===== src/rtl/ballot_unit_if.sv =====
// ballot_unit_if: groups the ballot control and vote-strobe signals.
//   arm     : officer ballot-release request
//   key     : raw candidate keys, key[0] = candidate 1
//   en      : one-cycle vote strobe to the vote counter
//   button  : candidate code, valid while en = 1
//   ready   : ballot armed and awaiting a key
//   done    : one-cycle pulse coincident with en
//   multi   : more than one debounced key high while armed
//   timeout : one-cycle pulse when an armed ballot expires
// Modports: master drives arm/key (officer + keypad side),
//           slave is the ballot_unit side.
interface ballot_unit_if;
    logic       arm;
    logic [3:0] key;
    logic       en;
    logic [3:0] button;
    logic       ready;
    logic       done;
    logic       multi;
    logic       timeout;

    modport master (
        output arm, key,
        input  en, button, ready, done, multi, timeout
    );

    modport slave (
        input  arm, key,
        output en, button, ready, done, multi, timeout
    );
endinterface


===== src/rtl/ballot_unit.sv =====
// ballot_unit: accepts one keyed vote per officer arm.
// Raw keys are synchronised (2 FF) and debounced per bit; a single
// debounced key while ARMED produces a one-cycle en/done strobe with the
// candidate code on button. All outputs are registered.
// Ports:
//   clk : clock
//   rst : asynchronous, active-high reset
//   bus : ballot_unit_if.slave (arm, key in; en, button, ready, done,
//         multi, timeout out)
// Parameters:
//   DEBOUNCE_CYCLES : stable samples needed to accept a key level (2..255)
//   TIMEOUT_CYCLES  : cycles allowed in ARMED before withdrawal (2..65535)
// Build option:
//   BALLOT_TIMEOUT_EN : when defined, an armed ballot expires after
//                       TIMEOUT_CYCLES cycles; otherwise timeout is tied 0.
module ballot_unit #(
    parameter int unsigned DEBOUNCE_CYCLES = 16,
    parameter int unsigned TIMEOUT_CYCLES  = 1024
) (
    input logic         clk,
    input logic         rst,
    ballot_unit_if.slave bus
);

    typedef enum logic [1:0] {
        IDLE    = 2'd0,
        ARMED   = 2'd1,
        CAST    = 2'd2,
        RELEASE = 2'd3
    } state_t;

    localparam logic [7:0] DEB_LAST = 8'(DEBOUNCE_CYCLES - 1);

    logic [3:0] sync1;
    logic [3:0] sync2;
    logic [3:0] deb;
    logic [7:0] deb_cnt [4];

    state_t     state;
    state_t     state_next;
    logic       en_q, en_next;
    logic [3:0] button_q, button_next;
    logic       ready_q, done_q, multi_q;
    logic [2:0] n_high;
    logic [3:0] code;
    logic       single;

    always_ff @(posedge clk or posedge rst) begin
        if (rst) begin
            sync1 <= '0;
            sync2 <= '0;
        end else begin
            sync1 <= bus.key;
            sync2 <= sync1;
        end
    end

    // A level is accepted only after DEBOUNCE_CYCLES consecutive
    // mismatching samples; any matching sample restarts the count.
    always_ff @(posedge clk or posedge rst) begin
        if (rst) begin
            deb <= '0;
            for (int unsigned i = 0; i < 4; i++) deb_cnt[i] <= '0;
        end else begin
            for (int unsigned i = 0; i < 4; i++) begin
                if (sync2[i] == deb[i]) begin
                    deb_cnt[i] <= '0;
                end else if (deb_cnt[i] == DEB_LAST) begin
                    deb[i]     <= sync2[i];
                    deb_cnt[i] <= '0;
                end else begin
                    deb_cnt[i] <= deb_cnt[i] + 8'd1;
                end
            end
        end
    end

    always_comb begin
        n_high = 3'(deb[0]) + 3'(deb[1]) + 3'(deb[2]) + 3'(deb[3]);
        single = (n_high == 3'd1);
        case (deb)
            4'b0001: code = 4'd1;
            4'b0010: code = 4'd2;
            4'b0100: code = 4'd3;
            4'b1000: code = 4'd4;
            default: code = 4'd0;
        endcase
    end

`ifdef BALLOT_TIMEOUT_EN
    localparam logic [15:0] TMR_LAST = 16'(TIMEOUT_CYCLES - 1);

    logic [15:0] tmr;
    logic        timeout_q;
    logic        timeout_next;

    // Cleared whenever not ARMED, so it reads 0 on the first ARMED cycle.
    always_ff @(posedge clk or posedge rst) begin
        if (rst)                tmr <= '0;
        else if (state != ARMED) tmr <= '0;
        else                    tmr <= tmr + 16'd1;
    end
`endif

    always_comb begin
        state_next  = state;
        en_next     = 1'b0;
        button_next = '0;
`ifdef BALLOT_TIMEOUT_EN
        timeout_next = 1'b0;
`endif
        case (state)
            IDLE: begin
                if (bus.arm && (deb == '0)) state_next = ARMED;
            end
            ARMED: begin
                // A single-key detection takes priority over expiry.
                if (single) begin
                    state_next  = CAST;
                    en_next     = 1'b1;
                    button_next = code;
                end
`ifdef BALLOT_TIMEOUT_EN
                else if (tmr == TMR_LAST) begin
                    state_next   = IDLE;
                    timeout_next = 1'b1;
                end
`endif
            end
            CAST: begin
                state_next = RELEASE;
            end
            RELEASE: begin
                if (deb == '0) state_next = IDLE;
            end
            default: state_next = IDLE;
        endcase
    end

    // Outputs are computed from the next state so they line up with the
    // registered state rather than lagging it by a cycle.
    always_ff @(posedge clk or posedge rst) begin
        if (rst) begin
            state    <= IDLE;
            en_q     <= 1'b0;
            button_q <= '0;
            ready_q  <= 1'b0;
            done_q   <= 1'b0;
            multi_q  <= 1'b0;
`ifdef BALLOT_TIMEOUT_EN
            timeout_q <= 1'b0;
`endif
        end else begin
            state    <= state_next;
            en_q     <= en_next;
            button_q <= button_next;
            ready_q  <= (state_next == ARMED);
            done_q   <= en_next;
            multi_q  <= (state_next == ARMED) && (n_high > 3'd1);
`ifdef BALLOT_TIMEOUT_EN
            timeout_q <= timeout_next;
`endif
        end
    end

    assign bus.en     = en_q;
    assign bus.button = button_q;
    assign bus.ready  = ready_q;
    assign bus.done   = done_q;
    assign bus.multi  = multi_q;
`ifdef BALLOT_TIMEOUT_EN
    assign bus.timeout = timeout_q;
`else
    assign bus.timeout = 1'b0;
`endif

endmodule


===== src/flat_wrapper.sv =====
// flat-port wrapper written by rule: the top's interface ports become plain ports
module ballot_unit_flat 
#(
    parameter int unsigned DEBOUNCE_CYCLES = 16,
    parameter int unsigned TIMEOUT_CYCLES  = 1024
)
  (clk, rst, bus_arm, bus_key, bus_en, bus_button, bus_ready, bus_done, bus_multi, bus_timeout);
  ballot_unit_if bus_i ();
  input logic clk;
  input logic rst;
  input wire logic [$bits(bus_i.arm)-1:0] bus_arm;
  input wire logic [$bits(bus_i.key)-1:0] bus_key;
  output wire logic [$bits(bus_i.en)-1:0] bus_en;
  output wire logic [$bits(bus_i.button)-1:0] bus_button;
  output wire logic [$bits(bus_i.ready)-1:0] bus_ready;
  output wire logic [$bits(bus_i.done)-1:0] bus_done;
  output wire logic [$bits(bus_i.multi)-1:0] bus_multi;
  output wire logic [$bits(bus_i.timeout)-1:0] bus_timeout;
  assign bus_i.arm = bus_arm;
  assign bus_i.key = bus_key;
  assign bus_en = bus_i.en;
  assign bus_button = bus_i.button;
  assign bus_ready = bus_i.ready;
  assign bus_done = bus_i.done;
  assign bus_multi = bus_i.multi;
  assign bus_timeout = bus_i.timeout;
  ballot_unit #(.DEBOUNCE_CYCLES(DEBOUNCE_CYCLES), .TIMEOUT_CYCLES(TIMEOUT_CYCLES)) u_core (.clk(clk), .rst(rst), .bus(bus_i));
endmodule

===== config.mk =====
export PLATFORM = sky130hd
export DESIGN_NAME = ballot_unit_flat
export DESIGN_NICKNAME = d
export VERILOG_FILES = /design/src/rtl/ballot_unit_if.sv /design/src/rtl/ballot_unit.sv /design/src/flat_wrapper.sv
export SDC_FILE = /design/constraint.sdc
export NUM_CORES = 1
export LEC_CHECK = 0
export CAP_MARGIN = 0
export CORE_UTILIZATION = 50
export CTS_BUF_LIST = sky130_fd_sc_hd__clkbuf_16
export CTS_CLUSTER_SIZE = 40
export DETAILED_ROUTE_END_ITERATION = 8
export PLACE_DENSITY = 0.72
export SYNTH_ARGS = -nofsm -noshare
export SYNTH_HDL_FRONTEND = slang
export SYNTH_SLANG_ARGS = --single-unit

===== constraint.sdc =====
create_clock -name clk -period 2.22 [get_ports clk]
set_clock_uncertainty 0.2 [all_clocks]
set_input_delay 0.333 -clock clk [delete_from_list [all_inputs] [get_ports clk]]
set_output_delay 0.333 -clock clk [all_outputs]
set_load 0.05 [all_outputs]

Word level (Yosys, flattened, before mapping)
Index checks and enable logic that the tools add are counted.
{"block": "word_totals", "reg_bits": 53, "latchBits": 0, "ramBits": 0, "mem_bits_ro": 0, "in_bits": 7, "out_inout_bits": 9, "word_cells": 69, "mem_count": 0}
{"block": "classes", "n_addsub": 7, "mul": 0, "div": 0, "order_cmp": 1, "n_eq_ne": 17, "n_shift": 0, "mux": 17, "bitwise": 4, "n_reduce_logical": 8}
{"cell": "2-to-1 mux 8 bit", "n": 8}
{"cell": "adder 8 x 1 -> 8 bit (second input constant)", "n": 4}
{"cell": "equality test 8 x 4 -> 1 bit (second input constant)", "n": 4}
{"cell": "case mux 3 bit (4 select lines)", "n": 1}
{"cell": "2-to-1 mux 4 bit", "n": 2}
{"cell": "case mux 2 bit (4 select lines)", "n": 1}
{"cell": "AND reduction 2 bit", "n": 4}
{"cell": "adder 3 x 1 -> 3 bit", "n": 2}
{"cell": "2-to-1 mux 2 bit", "n": 3}
{"cell": "equality test 1 bit", "n": 4}
{"cell": "equality test 2 x 1 -> 1 bit (second input constant)", "n": 2}
{"cell": "equality test 2 bit (second input constant)", "n": 2}
{"cell": "equality test 4 x 1 -> 1 bit (second input constant)", "n": 1}
{"cell": "equality test 4 x 2 -> 1 bit (second input constant)", "n": 1}
{"cell": "equality test 4 x 3 -> 1 bit (second input constant)", "n": 1}
{"cell": "equality test 4 bit (second input constant)", "n": 1}
{"cell": "zero test 4 bit", "n": 1}
{"cell": "NOT 1 bit", "n": 4}
{"cell": "equality test 3 x 1 -> 1 bit (second input constant)", "n": 1}
{"cell": "> comparator 3 x 1 -> 1 bit (second input constant)", "n": 1}
{"cell": "adder 1 x 1 -> 2 bit", "n": 1}
{"cell": "logical AND 1 bit", "n": 2}
{"cell": "zero test 2 bit", "n": 1}
{"cell": "2-to-1 mux 1 bit", "n": 2}

Logic depth before layout (Yosys ltp)
{"block": "depth", "depth_word": 8, "ltp_mapped": 8, "ltp_nobuf": 8}

Worst setup path before layout
Ideal clock, no wire load.
{"block": "synth_path", "path_kind": "flip-flop to flip-flop", "from": "register u_core.deb[0]", "to": "register u_core.button_q[2], in the netlist u_core.bus.button[2]", "setup_time_ns": 0.100, "arrival_ns": 2.113, "t_required_ns": 1.920, "setup_slack_ns": -0.194, "stages_incl_launch_ff": 9, "path_buffers": 0, "synth_period_minus_slack_ns": 2.414, "cell_sequence": "dfrtp_1 > inv_1 > ha_1 > fa_1 > inv_1 > ha_1 > nor3b_2 > nand3_1 > nor4bb_1"}
{"block": "synth_via", "elab_chain_cells": 6, "word_cells_on_any_way": 11, "cone_classes": "add/sub (3); eq/ne (5); mux (3)"}
{"element": "from (decl)", "line": "ballot_unit.sv:36", "source": "logic [3:0] deb;"}
{"element": "from (signal, indexed assignment)", "line": "ballot_unit.sv:69", "source": "deb[i] <= sync2[i];"}
{"element": "adder 1 x 1 -> 2 bit", "line": "ballot_unit.sv:79", "source": "n_high = 3'(deb[0]) + 3'(deb[1]) + 3'(deb[2]) + 3'(deb[3]);"}
{"element": "adder 3 x 1 -> 3 bit (2 in series)", "line": "ballot_unit.sv:79"}
{"element": "equality test 3 x 1 -> 1 bit", "line": "ballot_unit.sv:80", "source": "single = (n_high == 3'd1);"}
{"element": "2-to-1 mux 4 bit *", "line": "ballot_unit.sv:118", "source": "if (single) begin"}
{"element": "2-to-1 mux 4 bit *", "line": "ballot_unit.sv:112", "source": "case (state)"}
{"element": "via u_core.button_next[2]", "line": "ballot_unit.sv:42", "source": "logic [3:0] button_q, button_next;"}
{"element": "to (signal assigned)", "line": "ballot_unit.sv:156", "source": "button_q <= button_next;"}
{"element": "to (decl)", "line": "ballot_unit.sv:42"}
The timed path passes the listed nets; every way through them passes the cells marked *.
A chain may end at the register's enable or synchronous reset.

Final worst setup path
{"block": "layout_path", "from": "register u_core.deb[1]", "to": "register u_core.button_q[2], in the netlist u_core.bus.button[2]"}
Same word-level chain as after synthesis.

==> key figures <==
Die
  • Die Height: just over 70 um
  • Die width: a little over 70 um
  • Die footprint: about 5100 um2
  • Cell row count: 25
  • Io pins: 16
  • Initial Utilization: 0.5184
  • Core footprint: ~4700 um2

STA
  • Final setup violation count: 2
  • Max Fclk: about 0.43 GHz
  • Hold Fails Final Rpt: 0
  • Relative slew margins: 0.6002
  • Max-slew violations: 0
  • Unrepaired setup endpoints after global routing: true
  • Min Hold Slack: 148.7 ps
  • Minimum clock period after layout: about 2300 ps
  • Slew @ Worst Pin: between 500 and 600 ps
  • Final worst-path cycle share: 1.043
  • Post-route setup slack: -95.13 ps

Detailed routing
  • Final WL: 4072 um
  • Drt first pass iters: 4
  • ANT nets after route: 0
  • DRT iter0 DRCs: around 70
  • DR DRC count: 0
  • WL/cell: between 10 and 15 um
  • Via count: about 1700
  • DR vias/cell: around 5.7

Clock network
  • Post-CTS Hold Fix Bufs: 0
  • H-tree Lvls: 2
  • Root Driver: clkbuf_16
  • Clk buf depth: 2
  • CTS Sinks: 52
  • TritonCTS buffer count: 5
  • Worst skew pair latency: 290 ps
  • Clock transition at path regs: about 60 ps
  • CTS tree: done

Status
  • Status: finished, violations left
  • Failing checks: setup timing

Power and ir drop
  • P per Cell Area: about 660 nW/um2
  • Peak supply drop: 362.4 uV
  • Gate power share: 0.083
  • Sequential share of power: 0.537
  • Internal power: about 1.5 mW
  • Switch Pwr: 446.6 uW
  • Clock Power Share: 0.380
  • Leak Pwr: between 1 and 1.5 nW
  • Sw frac: 0.2335

Worst hold path
  • Worst hold path type: flop to flop

Final layout
  • Area Overhead vs Synth: 19.34%
  • Fill cells: approximately 370
  • Layout Nets: ~270
  • Finished Core Util: 0.6187
  • Layout cells sized above 1: 0.1640
  • Final instance area: 2903 um2
  • Antenna diodes: 0

Logic synthesis
  • Cells after synthesis: 217
  • Share of the synthesized area in the top cell type: 0.5350
  • Commonest cells in the netlist: dfrtp_1, a21oi_1, or3_1
  • Most frequent cell after synthesis: dfrtp_1
  • Post-synth top flop: dfrtp_1
  • Top post-synthesis cells by area: dfrtp_1, ha_1, a21oi_1
  • Largest area contributor in the netlist: dfrtp_1
  • Seq/Total Area, Yosys: 0.5350
  • Synth Register Bits: 52
  • Yosys warnings: 0
  • Number of synthesized flops with an enable pin: 0
  • Mean Syn Cell Area: between 10 and 15 um2
  • Post-synth ARST share: 1.000
  • Yosys cell types: 37
  • Post-Synthesis Cell Area: approximately 2400 um2

Global routing
  • Grt ovf: 0
  • First-pass GRT wire length: approximately 7300 um
  • Largest net degree at the start of global routing: 53
  • Vias in the first global route: approximately 1700
  • Initial antenna violation count: 0
  • Total global-route track usage: 0.1852

Place
  • GPL Wtd Cong: about 0.8
  • IO buf count: 13
  • Dpl cell area: 2729 um2
  • Post-DP HPWL: about 2700 um

Critical path
  • Critical path type: flop to flop
  • CP Capture Type: flop
  • CP Launch Type: flop
  • Crit path max fanout: 4
  • Critical Path RT: between 2000 and 2500 ps
  • Worst Path Arrival: 2300 ps

Job
  • Max cap viols: 0
==> routing by layer <==
metal,vias to the layer above,global-route usage,wire [um]
met5,-,0,0
met1,845,0.2334,1910
met2,25,0.3092,1981
met4,0,0.07625,68
li1,842,-,-
met3,7,0.04219,112
==> power groups by stage <==
stage | clock network [mW] | registers, mW | logic (mW)
after CTS | 0.756 | 1.02 | 0.161
after global routing | 0.784 | 1.03 | 0.180
after floorplan | 0 | 1.05 | 0.0959
after detailed placement | 0 | 1.04 | 0.160
final | 0.727 | 1.03 | 0.160
after global placement | 0 | 1.04 | 0.158
==> worst paths after layout <==
| path | start | endpoint | slack (ps) | cells after the start |
|---|---|---|---|---|
| min in group asynchronous | rst | u_core.sync1[3] | 200 | 3 |
| max | u_core.deb[1] | u_core.bus.button[2] | -100 | 8 |
| min reg2reg | u_core.sync1[1] | u_core.sync2[1] | 150 | 0 |
| max in group asynchronous | rst | u_core.deb_cnt[1] | 1380 | 3 |
| min | u_core.sync1[1] | u_core.sync2[1] | 150 | 0 |
| max reg2reg | u_core.deb[1] | u_core.bus.button[2] | -100 | 8 |
==> flip-flops by register name (all words and copies together), names as in the netlist <==
signal / count
u_core.bus.button: 3
u_core.bus.en: 1
u_core.bus.multi: 1
u_core.bus.ready: 1
u_core.deb: 4
u_core.deb_cnt: 32
u_core.state: 2
u_core.sync1: 4
u_core.sync2: 4
==> cell usage in the layout (no fill, tap or decap), types with 4 or more instances in the layout <==
cell type        count
nor4_2               4
o21ai_0             12
nor2_1               8
xnor2_1              8
ha_1                 9
or3_1               15
inv_2                4
nor2b_1              8
a21oi_1             20
inv_1                8
buf_4               14
clkdlybuf4s50_1     13
nand4_1              5
nand3_1              9
dfrtp_1             52
clkbuf_16            5
nand2_1             11
==> worst max-delay path: stages (launching register included) <==
cell	delay [ps]
dfrtp_1	390
inv_2	80
ha_4	210
fa_2	380
inv_2	90
ha_4	200
nor3b_4	210
nand3_2	140
nor4bb_1	310
==> cell families after synthesis <==
group | share of synthesized area
simple gates | 0.1831
flops | 0.5350
compound gates | 0.1229
buf+inv | 0.03241
fa+ha+maj | 0.06481
xor+xnor | 0.02881
mux | 0.03138
other cells | 0.001542
==> timing repair <==
item | 4_1_cts | 5_1_grt
cloned | 0 | 0
buffers inserted | 1 | 2
pin swaps | 3 | 4
endpoints found under the setup margin | 6 | 8
resized for setup | 0 | 3
==> per-stage QoR <==
stage / worst slack (ps) / TNS [ps] / std cells / total power, mW
floorplan: -125.7 / -125.7 / 218 / 1.150
global placement: -39.85 / -62.40 / 293 / 1.199
detailed placement: -96.06 / -167.9 / 293 / 1.202
CTS: -53.50 / -81.39 / 302 / 1.942
global route: -172.5 / -594.1 / 304 / 1.996
finish: -95.13 / -115.9 / 304 / 1.912
==> layout make-up <==
type | count | area (um2) | share of cell area
inverter | 12 | 45.04 | 0.01552
clock buffer | 5 | 125.1 | 0.04310
sequential | 52 | 1301 | 0.4483
multi-input combinational | 150 | 1095 | 0.3772
timing repair buffer | 28 | 255.2 | 0.08793
tap | 54 | 67.56 | 0.02328
clock inverter | 3 | 13.76 | 0.004741
No activity file was read; power rests on OpenSTA's default activity.
